`config.mk`:
```
export PLATFORM = sky130hd
export DESIGN_NAME = uart_tx_arbiter
export DESIGN_NICKNAME = d
export VERILOG_FILES = /design/src/rtl/uart_pkg.sv /design/src/rtl/rr_arbiter.sv /design/src/rtl/uart_tx_arbiter.sv
export SDC_FILE = /design/constraint.sdc
export NUM_CORES = 1
export LEC_CHECK = 0
export CORE_MARGIN = 4
export CORE_UTILIZATION = 48
export CTS_CLUSTER_SIZE = 25
export DETAILED_ROUTE_END_ITERATION = 8
export GPL_TIMING_DRIVEN = 0
export PLACE_DENSITY = 0.93
export SLEW_MARGIN = 0
export SYNTH_ARGS = -nofsm -noshare
export SYNTH_HDL_FRONTEND = slang
export SYNTH_HIERARCHICAL = 1
export SYNTH_SLANG_ARGS = --single-unit
```
`constraint.sdc`:
```
create_clock -name clk -period 4.6 [get_ports clk]
set_input_delay 0.92 -clock clk [delete_from_list [all_inputs] [get_ports clk]]
set_output_delay 0.92 -clock clk [all_outputs]
set_load 0.02 [all_outputs]
```
`src/rtl/uart_pkg.sv`:
```
// Shared types and helpers for the uart_tx arbiter.
// Index arithmetic wraps modulo the requester count.
package uart_pkg;

    localparam int BYTE_W = 8;

    typedef enum logic [2:0] {
        ARB,
        LOAD,
        SEND,
        WAIT_BUSY,
        WAIT_DONE
    } arb_state_t;

    function automatic int rr_next(input int idx, input int n);
        return (idx + 1 >= n) ? 0 : idx + 1;
    endfunction

endpackage

```
`src/rtl/rr_arbiter.sv`:
```
// Combinational round-robin pick: first valid index at or after ptr.
// Produces a one-hot grant plus the binary index of the winner.
module rr_arbiter
    import uart_pkg::*;
#(
    parameter int NUM_REQ = 4,
    parameter int IDX_W   = $clog2(NUM_REQ)
) (
    input  logic [NUM_REQ-1:0] valid,
    input  logic [IDX_W-1:0]   ptr,
    output logic [NUM_REQ-1:0] gnt,
    output logic [IDX_W-1:0]   idx
);

    int   pos;
    logic found;

    always_comb begin
        gnt   = '0;
        idx   = '0;
        found = 1'b0;
        pos   = int'(ptr);
        for (int k = 0; k < NUM_REQ; k++) begin
            if (!found && valid[pos]) begin
                gnt[pos] = 1'b1;
                idx      = IDX_W'(pos);
                found    = 1'b1;
            end
            pos = rr_next(pos, NUM_REQ);
        end
    end

endmodule

```
`src/rtl/uart_tx_arbiter.sv`:
```
// Packet-granular round-robin arbiter sharing one uart_tx among NUM_REQ clients.
// Define UART_ARB_TIMEOUT_EN to abort packets whose owner stalls mid-packet.
module uart_tx_arbiter
    import uart_pkg::*;
#(
    parameter int NUM_REQ        = 4,
    parameter int TIMEOUT_CYCLES = 50_000
) (
    input  logic                      clk,
    input  logic                      rst,
    input  logic [NUM_REQ-1:0]        req_valid,
    input  logic [NUM_REQ*BYTE_W-1:0] req_data,
    input  logic [NUM_REQ-1:0]        req_last,
    output logic [NUM_REQ-1:0]        req_ready,
    output logic [NUM_REQ-1:0]        grant,
    output logic                      busy,
    output logic                      uart_send,
    output logic [BYTE_W-1:0]         uart_data,
    input  logic                      uart_tx_done
`ifdef UART_ARB_TIMEOUT_EN
    ,
    output logic                      timeout_err
`endif
);

    localparam int IDX_W = $clog2(NUM_REQ);

    if (NUM_REQ < 2 || NUM_REQ > 8 || TIMEOUT_CYCLES < 2) begin : g_bad_cfg
        $error("uart_tx_arbiter: unsupported parameters");
    end

    arb_state_t         state_q, state_d;
    logic [NUM_REQ-1:0] grant_q, grant_d;
    logic [IDX_W-1:0]   ptr_q, ptr_d;
    logic [IDX_W-1:0]   gidx_q, gidx_d;
    logic [BYTE_W-1:0]  data_q, data_d;
    logic               last_q, last_d;

    logic [NUM_REQ-1:0] pick_gnt;
    logic [IDX_W-1:0]   pick_idx;
    logic [IDX_W-1:0]   ptr_after;
    logic [BYTE_W-1:0]  sel_byte;
    logic               tmo_hit;

    rr_arbiter #(
        .NUM_REQ (NUM_REQ),
        .IDX_W   (IDX_W)
    ) u_rr (
        .valid (req_valid),
        .ptr   (ptr_q),
        .gnt   (pick_gnt),
        .idx   (pick_idx)
    );

    assign ptr_after = IDX_W'(rr_next(int'(gidx_q), NUM_REQ));
    assign sel_byte  = req_data[gidx_q*BYTE_W +: BYTE_W];

    assign req_ready = (state_q == LOAD) ? grant_q : '0;
    assign grant     = grant_q;
    assign busy      = (state_q != ARB);
    assign uart_send = (state_q == SEND);
    assign uart_data = data_q;

`ifdef UART_ARB_TIMEOUT_EN
    localparam int TMO_W = $clog2(TIMEOUT_CYCLES + 1);

    logic [TMO_W-1:0] tmo_cnt_q;
    logic             tmo_err_q;
    logic             load_idle;

    assign load_idle = (state_q == LOAD) && !req_valid[gidx_q];
    assign tmo_hit   = load_idle && (tmo_cnt_q == TMO_W'(TIMEOUT_CYCLES - 1));

    always_ff @(posedge clk or posedge rst) begin
        if (rst) begin
            tmo_cnt_q <= '0;
            tmo_err_q <= 1'b0;
        end else begin
            tmo_err_q <= tmo_hit;
            if (load_idle && !tmo_hit)
                tmo_cnt_q <= tmo_cnt_q + 1'b1;
            else
                tmo_cnt_q <= '0;
        end
    end

    assign timeout_err = tmo_err_q;
`else
    assign tmo_hit = 1'b0;
`endif

    always_comb begin
        state_d = state_q;
        grant_d = grant_q;
        ptr_d   = ptr_q;
        gidx_d  = gidx_q;
        data_d  = data_q;
        last_d  = last_q;
        unique case (state_q)
            ARB: begin
                if (uart_tx_done && |req_valid) begin
                    grant_d = pick_gnt;
                    gidx_d  = pick_idx;
                    state_d = LOAD;
                end
            end
            LOAD: begin
                if (req_valid[gidx_q]) begin
                    data_d  = sel_byte;
                    last_d  = req_last[gidx_q];
                    state_d = SEND;
                end else if (tmo_hit) begin
                    grant_d = '0;
                    ptr_d   = ptr_after;
                    state_d = ARB;
                end
            end
            SEND: state_d = WAIT_BUSY;
            WAIT_BUSY: begin
                if (!uart_tx_done)
                    state_d = WAIT_DONE;
            end
            WAIT_DONE: begin
                if (uart_tx_done) begin
                    if (last_q) begin
                        grant_d = '0;
                        ptr_d   = ptr_after;
                        state_d = ARB;
                    end else begin
                        state_d = LOAD;
                    end
                end
            end
            default: state_d = ARB;
        endcase
    end

    always_ff @(posedge clk or posedge rst) begin
        if (rst) begin
            state_q <= ARB;
            grant_q <= '0;
            ptr_q   <= '0;
            gidx_q  <= '0;
            data_q  <= '0;
            last_q  <= 1'b0;
        end else begin
            state_q <= state_d;
            grant_q <= grant_d;
            ptr_q   <= ptr_d;
            gidx_q  <= gidx_d;
            data_q  <= data_d;
            last_q  <= last_d;
        end
    end

endmodule

```
* After elaboration in Yosys (flattened, before gate mapping)
Cells that the tools add are included.
** Word-level totals
- Register bits :: 20
- Input port bits :: 43
- Output and inout port bits :: 18
** Cells by class
- $add $sub $neg :: 4
- Magnitude comparators :: 13
- Eq/ne operators :: 9
- Shift-type cells :: 1
- Mux-type cells :: 49
- Bitwise operators :: 3
- Reduce and logical (&&, ||, !) cells :: 20
** Operator list (number)
- 32-bit by 1-bit >= comparator with 1-bit output, second input constant :: 3
- 32-bit by 4-bit >= comparator with 1-bit output, second input constant :: 3
- 32-bit by 4-bit < comparator with 1-bit output, second input constant :: 3
- 32-bit 2-to-1 mux :: 3
- 32-bit by 2-bit adder with 32-bit output, second input constant :: 2
- 4-bit 2-to-1 mux :: 8
- 32-bit by 6-bit variable part select with 8-bit output :: 1
- 1-bit 2-to-1 mux :: 17
- 3-bit case mux with 5 select lines :: 1
- 1-bit binary-select mux with 2-bit select :: 6
- 3-bit 2-to-1 mux :: 4
- 4-bit bitwise OR :: 3
- 2-bit 2-to-1 mux :: 5
- 1-bit demux with 2-bit select :: 4
- 1-bit logical AND :: 8
- 2-bit inequality test, second input constant :: 4
- 4-bit case mux with 2 select lines :: 1
- 4-bit AND reduction :: 2
- 2-bit by 1-bit adder with 3-bit output, second input constant :: 2
- 3-bit by 2-bit == test with 1-bit output, second input constant :: 2
- 2-bit by 3-bit < comparator with 1-bit output, second input constant :: 2
- 2-bit AND reduction :: 2
- 4-bit OR reduction :: 1
- 3-bit by 1-bit == test with 1-bit output, second input constant :: 1
- other kinds (9) :: 11

* Depth between registers and ports, before layout
Gate-level depths: netlist of the first run.
- Word-level depth :: 17
- Gate-level depth with buffers :: 10
- Gate-level depth less buffers :: 10

* By module
The synthesis of the first run kept the hierarchy.
** By module, submodules not included
- uart_tx_arbiter :: times used 1, cells each 90, area an instance 1168.6 µm²
- rr_arbiter :: times used 1, cells each 54, area an instance 508.0 µm²

* Worst setup path before layout of the first run
No wires, ideal clock.
- Kind :: reg2reg
- From :: reg ptr_q[0]
- To :: reg gidx_q[1]
- Library setup time :: 125 ps
- Arrival :: 2501 ps
- Path slack :: 1974 ps
- Stages on the path, launching flop included :: 10
- Clock period less this slack :: 2626 ps
- Path through :: dfrtp_1 -> ha_1 -> nor2_4 -> inv_1 -> fa_1 -> nand2b_1 -> o221a_2 -> and3_4 -> a22o_1 -> mux2_2
** On the way
- Word-level cells in the longest chain between the ends :: 14
- Elaborated cells between the ends (all ways) :: 33
- Classes of those cells :: add/sub (3); order compare (3); mux (21); reduce/logical (6)
** Ends and longest elaborated chain
- start, declared :: RTL line uart_tx_arbiter.sv:34 : logic [IDX_W-1:0] ptr_q, ptr_d;
- start signal, assigned :: RTL line uart_tx_arbiter.sv:149 : ptr_q <= ptr_d;
- 2-bit by 1-bit adder with 3-bit output :: RTL line uart_pkg.sv:16 : return (idx + 1 >= n) ? 0 : idx + 1;
- 32-bit by 4-bit >= comparator with 1-bit output :: RTL line uart_pkg.sv:16
- 32-bit 2-to-1 mux :: RTL line uart_pkg.sv:16
- 32-bit by 2-bit adder with 32-bit output / 1-bit binary-select mux with 2-bit select (equally long branches) :: RTL line uart_pkg.sv:16, rr_arbiter.sv:24
- 32-bit by 4-bit >= comparator with 1-bit output / 1-bit 2-to-1 mux (equally long branches) :: RTL line uart_pkg.sv:16, rr_arbiter.sv:24
- 32-bit 2-to-1 mux / 1-bit 2-to-1 mux (equally long branches) :: RTL line uart_pkg.sv:16, rr_arbiter.sv:24
- 32-bit by 2-bit adder with 32-bit output, or another cell as far along :: RTL line uart_pkg.sv:16
- 32-bit by 4-bit >= comparator with 1-bit output / 1-bit 2-to-1 mux (equally long branches) :: RTL line uart_pkg.sv:16, rr_arbiter.sv:24
- 32-bit 2-to-1 mux, or another cell as far along :: RTL line uart_pkg.sv:16
- 1-bit binary-select mux with 2-bit select / 1-bit logical AND (equally long branches) :: RTL line rr_arbiter.sv:24 : if (!found && valid[pos]) begin
- 1-bit 2-to-1 mux (implied by the code) :: RTL line rr_arbiter.sv:24
- 1-bit 2-to-1 mux (implied by the code) / 1-bit logical NOT (equally long branches) :: RTL line rr_arbiter.sv:24
- 1-bit logical AND :: RTL line rr_arbiter.sv:24
- 2-bit 2-to-1 mux * :: RTL line rr_arbiter.sv:24
- via pick_idx[1] :: RTL line uart_tx_arbiter.sv:40 : logic [IDX_W-1:0] pick_idx;
- end signal, assigned :: RTL line uart_tx_arbiter.sv:150 : gidx_q <= gidx_d;
- end, declared :: RTL line uart_tx_arbiter.sv:35 : logic [IDX_W-1:0] gidx_q, gidx_d;
The timed path passes the listed nets; every way through them passes the cells marked *. The select of a mux whose other input is x is not followed.
A chain may end at the register's enable or synchronous reset.

* Worst setup path in the final report of the first run
Ends and elaborated chain as after synthesis.

==> impl_metrics.tcl, run 1 <==
set metrics [dict create \
    fin_skew_ns 0.00937 \
    cts-htree-levels 1 \
    power.leakage_nw 0.977 \
    yosysWarnings 6 \
    dp.final_hpwl_mm 3.44 \
    initialDrtViolationCount 81 \
    postCtsSetupBuffers 0 \
    min_path_type "reg2reg" \
    synth.top_cell.area_share_pct 29.9 \
    cts_hold_repair.buffers 0 \
    initial_standard_cell_utilization_of_the_core_pct 49.9 \
    synth_cell_type_count 44 \
    grt_pass1_wl_mm 6.97 \
    area_delta_synth_final_pct 42.4 \
    r2r-end "gidx_q[1]$_DFFE_PP0P_" \
    cap_violations 0 \
    critical_path.endpoint "gidx_q[1]$_DFFE_PP0P_" \
    layout-drive-gt1-share_pct 21.6 \
    nFillCells 252 \
    vdd.ir_drop.worst_uv 306 \
    design.final.nets 262 \
    worst_r2r_startpoint "ptr_q[0]$_DFFE_PP0P_" \
    worst-path-max-fanout 7 \
    timing.final.max_slew_violations 0 \
    grt.total_usage_pct 20.8 \
    mappedNetlistArea_mm2 0.00168 \
    maxSlewHeadroom_pct 50.7 \
    drt-total-wl_mm 4.24 \
    cts.root.buffer_cell "clkbuf_4" \
    dieArea_mm2 0.00450 \
    die_w_um 67.1 \
    synthesis.instances 144 \
    tritoncts "done" \
    maximum_number_of_pins_on_one_net_before_global_route_repair 21 \
    routed_wire_length_per_instance_um 16.7 \
    maxClockFrequency_mhz 343 \
    antenna_found_initial 0 \
    total_via_count_after_detailed_routing 1425 \
    grt_pass1_vias 1502 \
    run_status "finished clean" \
    cts_sinks 20 \
    power.total_mw 1.53 \
    power_density_mw_per_mm2 641 \
    detail_route.vias_per_cell 5.61 \
    clk_lat_worst_skew_ns 0.31 \
    synthTopCellsByArea "dfrtp_1 (30%), mux4_2 (16%), mux2_2 (8.1%), ha_1 (6.7%), mux2i_1 (5.4%)" \
    timing.final.crit_share_pct 63.3 \
    postSynthAreaPerCell_um2 11.6 \
    critical_path_arrival_ns 3.12 \
    synth_seq_area_share_pct 29.9 \
    antenna_diode_instance_count 0 \
    post_cts.resized_instances 0 \
    finalHoldViolations 0 \
    syn-num-nets 197 \
    grt_setup_unrepaired "no" \
    fin_tns_setup_ns 0 \
    placement.io_buffers 60 \
    synth_area_leader_cell "dfrtp_1" \
    clock_path_buffers 2 \
    numCtsBuffers 3 \
    worst_setup_path_startpoint "ptr_q[0]$_DFFE_PP0P_" \
    worst_setup_hold_path_clk_slew_ns 0.12 \
    crit_path_end_kind "flop" \
    worstSetupStartpointType "flop" \
    global_route.overflow_total 0 \
    postSynthRegisterBits 20 \
    worst_ep_required_time_ns 4.81 \
    setup.reg_to_reg.worst_slack_ns 1.69 \
    fp.coreArea_mm2 0.00336 \
    criticalPathCategory "reg2reg" \
    worst_pin_slew_ns 0.739 \
    fin_crit_ns 2.91 \
    ios 61 \
    synth-async-reset-ratio_pct 100 \
    antenna_violating_nets_post_route 0 \
    number_of_synthesized_flops_with_an_enable_pin 0 \
    synth_flop_cell "dfrtp_1" \
    r2r_cells 9 \
    final-setup-viol-count 0 \
    drt_first_pass_iters 4 \
    drt_drc_violations_left 0 \
    gp_routability_congestion 0.861 \
    floorplan.rows 21 \
    die_y_um 67.1 \
]
## report_power, final
part	leakage [nW]	switching, mW	internal (mW)	total [mW]
registers	0.248	0.0772	0.258	0.336
clock network	0.0279	0.0572	0.0881	0.145
logic	0.701	0.503	0.546	1.05
total	0.977	0.637	0.892	1.53
## how the worst min path moves through the flow
stage	slack, ns	from	to	depth (start not counted)
after floorplan	0.49	last_q$_DFFE_PP0P_	last_q$_DFFE_PP0P_	1
after global placement	0.49	uart_data[4]$_DFFE_PP0P_	uart_data[4]$_DFFE_PP0P_	1
after detailed placement	0.49	uart_data[1]$_DFFE_PP0P_	uart_data[1]$_DFFE_PP0P_	1
after CTS	0.52	uart_data[1]$_DFFE_PP0P_	uart_data[1]$_DFFE_PP0P_	1
after global routing	0.54	uart_data[0]$_DFFE_PP0P_	uart_data[0]$_DFFE_PP0P_	1
final	0.52	uart_data[0]$_DFFE_PP0P_	uart_data[0]$_DFFE_PP0P_	1
## critical path, stage by stage (launching register included)
cell and delay [ns]:
dfrtp_1 0.51, ha_1 0.35, nor2_4 0.23, inv_1 0.08, fa_1 0.48, nand2b_1 0.14, o221ai_1 0.21, a221o_1 0.37
a22o_1 0.19, mux2_2 0.27
## through the flow
step / utilization [%] / std cells / area (um2) / setup slack [ns] / hold slack, ns
global placement: 69.4 / 250 / 2330 / 1.58 / 0.486
CTS: 71.0 / 254 / 2390 / 1.70 / 0.522
detailed placement: 69.4 / 250 / 2330 / 1.55 / 0.493
global route: 71.0 / 254 / 2390 / 1.58 / 0.539
finish: 71.0 / 254 / 2390 / 1.69 / 0.517
floorplan: - / 144 / 1680 / 1.97 / 0.493
## kinds of logic after synthesis
logic type	Yosys count	share of synthesized area [%]
AOI/OAI and AO/OA	21	10.9
adders and majority gates	10	7.91
buffers and inverters	17	4.92
DFF	20	29.9
muxes	34	30.4
and+or+nand+nor	42	16.0
## placed cells by master, fill, tap and decap left out, types with 6 or more instances in the layout
| cell type | Yosys | layout |
|---|---|---|
| mux2i_1 | 9 | 9 |
| mux4_2 | 12 | 12 |
| clkdlybuf4s50_1 | 0 | 60 |
| mux2_2 | 12 | 12 |
| nand2_1 | 8 | 8 |
| dfrtp_1 | 20 | 20 |
| nor2_1 | 6 | 6 |
| inv_1 | 11 | 11 |
| ha_1 | 9 | 9 |
## flip-flops by register name, summed over array words and instances (netlist names)
name	count
uart_data	8
grant	4
gidx_q	2
ptr_q	2
state_q	3
last_q	1
## metal layers
metal / GRT usage, % / vias to the layer above / part of all wire [%]
li1: - / 677 / -
met4: 7.85 / 0 / 2.6
met3: 2.70 / 10 / 4.3
met1: 25.7 / 684 / 39
met2: 36.8 / 54 / 54
met5: 0 / - / 0
## Yosys cell counts, types with 2 or more instances
| master | count |
|---|---|
| buf_6 | 2 |
| a21oi_1 | 3 |
| dfrtp_1 | 20 |
| nand3_1 | 4 |
| mux2i_1 | 9 |
| nor2_1 | 6 |
| a22o_1 | 4 |
| nand2_1 | 8 |
| and2_1 | 4 |
| ha_1 | 9 |
| clkbuf_2 | 2 |
| nand4_1 | 2 |
| o21ai_0 | 2 |
| a221o_1 | 4 |
| nand2b_1 | 3 |
| mux4_2 | 12 |
| mux2_2 | 12 |
| inv_1 | 11 |
| nor3b_2 | 2 |
## final cells by class
cell class	instances	area [um2]	area share, %
Inverter	11	41.3	1.73
Clock inverter	1	30.0	1.26
Buffer	6	41.3	1.73
Tap cell	46	57.6	2.41
Timing Repair Buffer	60	601	25.2
Sequential cell	20	500	21.0
Clock buffer	3	22.5	0.943
Multi-Input combinational cell	107	1090	45.8
No activity file was read; power rests on OpenSTA's default activity.
==> run 2, diff against run 1 <==
--- a/config.mk
+++ b/config.mk
@@ -6,11 +6,11 @@
 export NUM_CORES = 1
 export LEC_CHECK = 0
 export CORE_MARGIN = 4
-export CORE_UTILIZATION = 48
+export CORE_UTILIZATION = 41
 export CTS_CLUSTER_SIZE = 25
 export DETAILED_ROUTE_END_ITERATION = 8
 export GPL_TIMING_DRIVEN = 0
-export PLACE_DENSITY = 0.93
+export PLACE_DENSITY = 0.85
 export SLEW_MARGIN = 0
 export SYNTH_ARGS = -nofsm -noshare
 export SYNTH_HDL_FRONTEND = slang
==> constraint.sdc (replaced) <==
create_clock -name clk -period 2.5 [get_ports clk]
set_input_delay 0.5 -clock clk [delete_from_list [all_inputs] [get_ports clk]]
set_output_delay 0.5 -clock clk [all_outputs]
set_load 0.02 [all_outputs]
==> run 2 against run 1 <==
Non-clock buffer count up 10. Design area grew 6.6%. Worst setup slack got worse by 1.7 ns. Flip-flop and latch count did not move. Clock power rose by 130%. Sequential share of layout area shrank 1.2 points. Count of clock-buffer cells in the layout did not move. Final cell count increased by 4.7%. Critical endpoint unchanged.
==> impl_metrics.tcl, run 2 (same netlist as run 1, synthesis figures left out) <==
set metrics [dict create \
    run_status "finished clean" \
    fin_ws_ns 0.0150 \
    drt_drc_violations_left 0 \
    critical_path.max_stage_delay_ns 0.64 \
    layout_commonest_cell "clkdlybuf4s50_1" \
    delay_heaviest_family_cp "compound AO/OA/AOI/OAI gates" \
    cts_hold_repair.buffers 0 \
    worstPathBufferInverterCount 2 \
    global_route.overflow_total 0 \
    area_delta_synth_final_pct 51.8 \
    detail_route.vias_per_cell 5.67 \
    nFillCells 297 \
    clock_path_buffers 2 \
    fin_cells 266 \
    postLayoutCoreUtil_pct 67.0 \
    numCtsBuffers 3 \
    grt_pass1_wl_mm 7.18 \
    placement.io_buffers 60 \
    cells_along_the_critical_path "buf_4 -> buf_4 -> fa_2 -> o221ai_2 -> a221o_1 -> a22o_1 -> mux2_4" \
    worst_setup_hold_path_clk_slew_ns 0.08 \
    power.total_mw 3.24 \
    initialDrtViolationCount 80 \
    final-setup-viol-count 0 \
    antenna_found_initial 0 \
    most-common-layout-cells "clkdlybuf4s50_1 (60), dfrtp_1 (18), mux4_2 (12)" \
    placement.setup.worst_slack_ns -0.208 \
    dpl_cell_area_mm2 0.00235 \
    area.sequential_um2 503 \
    grt_setup_unrepaired "yes" \
    cts_sinks 20 \
    cpMaxStageDelayCell "fa_2" \
    drt_first_pass_iters 5 \
    dieArea_mm2 0.00518 \
    grt.total_usage_pct 17.5 \
    power.leakage_nw 1.04 \
    clk_lat_worst_skew_ns 0.26 \
    drt-total-wl_mm 4.60 \
    maxSlewHeadroom_pct 50.6 \
    worstSetupStartpointType "flop" \
    maximum_number_of_pins_on_one_net_before_global_route_repair 21 \
    ios 61 \
    critical_path_arrival_ns 2.64 \
    tritoncts "done" \
    grt_pass1_vias 1486 \
    layout-drive-gt1-share_pct 30.3 \
    cap_violations 0 \
    crit_path_end_kind "flop" \
    largest_register_ffs 8 \
    timing.final.crit_share_pct 99.4 \
    fin_skew_ns 0.00434 \
    power_density_mw_per_mm2 1270 \
    routed_wire_length_per_instance_um 17.3 \
    total_via_count_after_detailed_routing 1508 \
    dp.final_hpwl_mm 3.33 \
    multiInputGateArea_mm2 0.00115 \
    finalHoldViolations 0 \
    timing.final.max_slew_violations 0 \
    cts-htree-levels 1 \
    floorplan.rows 22 \
    cp_common_cell "buf_4" \
    criticalPathCategory "reg2reg" \
    worst_ep_required_time_ns 2.65 \
    place.detailed.instances 252 \
    min_path_type "reg2reg" \
    design.final.nets 272 \
    maxClockFrequency_mhz 402 \
    worst-path-max-fanout 5 \
    vdd.ir_drop.worst_uv 649 \
    die_w_um 71.9 \
    initial_standard_cell_utilization_of_the_core_pct 44.1 \
    antenna_violating_nets_post_route 0 \
    worst_pin_slew_ns 0.740 \
    cts.root.buffer_cell "clkbuf_8" \
    gp_routability_congestion 0.872 \
    antenna_diode_instance_count 0 \
    fp.coreArea_mm2 0.00380 \
    fin_crit_ns 2.49 \
    finalInstanceArea_mm2 0.00254 \
    die_y_um 71.9 \
]
==> run 2: where the power goes <==
part	switching [mW]	internal, mW
Sequential	0.138	0.480
Combinational	1.06	1.23
Clock	0.115	0.214
==> run 2: layer usage <==
| metal | up-vias | part of all wire (%) | track usage [%] |
|---|---|---|---|
| met1 | 729 | 40 | 22.4 |
| met4 | 0 | 1.3 | 4.38 |
| met3 | 8 | 5.8 | 2.63 |
| met5 | - | 0 | 0 |
| met2 | 75 | 53 | 31.0 |
| li1 | 696 | - | - |
==> run 2: worst paths after layout <==
path / from / endpoint / slack, ns / depth (start not counted)
max: ptr_q[0]$_DFFE_PP0P_ / gidx_q[1]$_DFFE_PP0P_ / 0.01 / 7
min: uart_data[0]$_DFFE_PP0P_ / uart_data[0]$_DFFE_PP0P_ / 0.52 / 1
max reg2reg: ptr_q[0]$_DFFE_PP0P_ / gidx_q[1]$_DFFE_PP0P_ / 0.01 / 7
min reg2reg: uart_data[0]$_DFFE_PP0P_ / uart_data[0]$_DFFE_PP0P_ / 0.52 / 1
max in group asynchronous: rst / ptr_q[0]$_DFFE_PP0P_ / 1.32 / 2
min in group asynchronous: rst / state_q[2]$_DFFE_PP0P_ / 0.66 / 2
==> run 2: worst reg2reg max path: cells and delay by family, from the launching register on <==
family | cells | cell delay, ns
AOI/OAI and AO/OA | 3 | 0.70
adders and majority gates | 1 | 0.64
buffers and inverters | 2 | 0.30
DFF | 1 | 0.46
muxes | 1 | 0.27
==> run 2: through the flow <==
step,setup TNS [ns],hold slack [ns]
2_1_floorplan,0,0.464
3_3_place_gp,-0.606,0.486
3_5_place_dp,-0.870,0.499
4_1_cts,0,0.518
5_1_grt,-0.0550,0.532
6_report,0,0.516
==> run 2: cell type report <==
class,count,area share [%]
buffer,6,1.62
clock buffer,3,1.62
clock inverter,1,1.18
inverter,11,1.72
multi-input combinational,107,45.2
sequential,20,19.8
tap,48,2.36
timing repair buffer,70,26.5
==> run 2: repair_timing <==
| action | 4_1_cts | 5_1_grt |
|---|---|---|
| setup buffers | 6 | 4 |
| setup endpoints to repair | 5 | 5 |
| resized for setup | 9 | 4 |
| pin swaps | 6 | 3 |
| endpoints found under the hold margin | 0 | 0 |
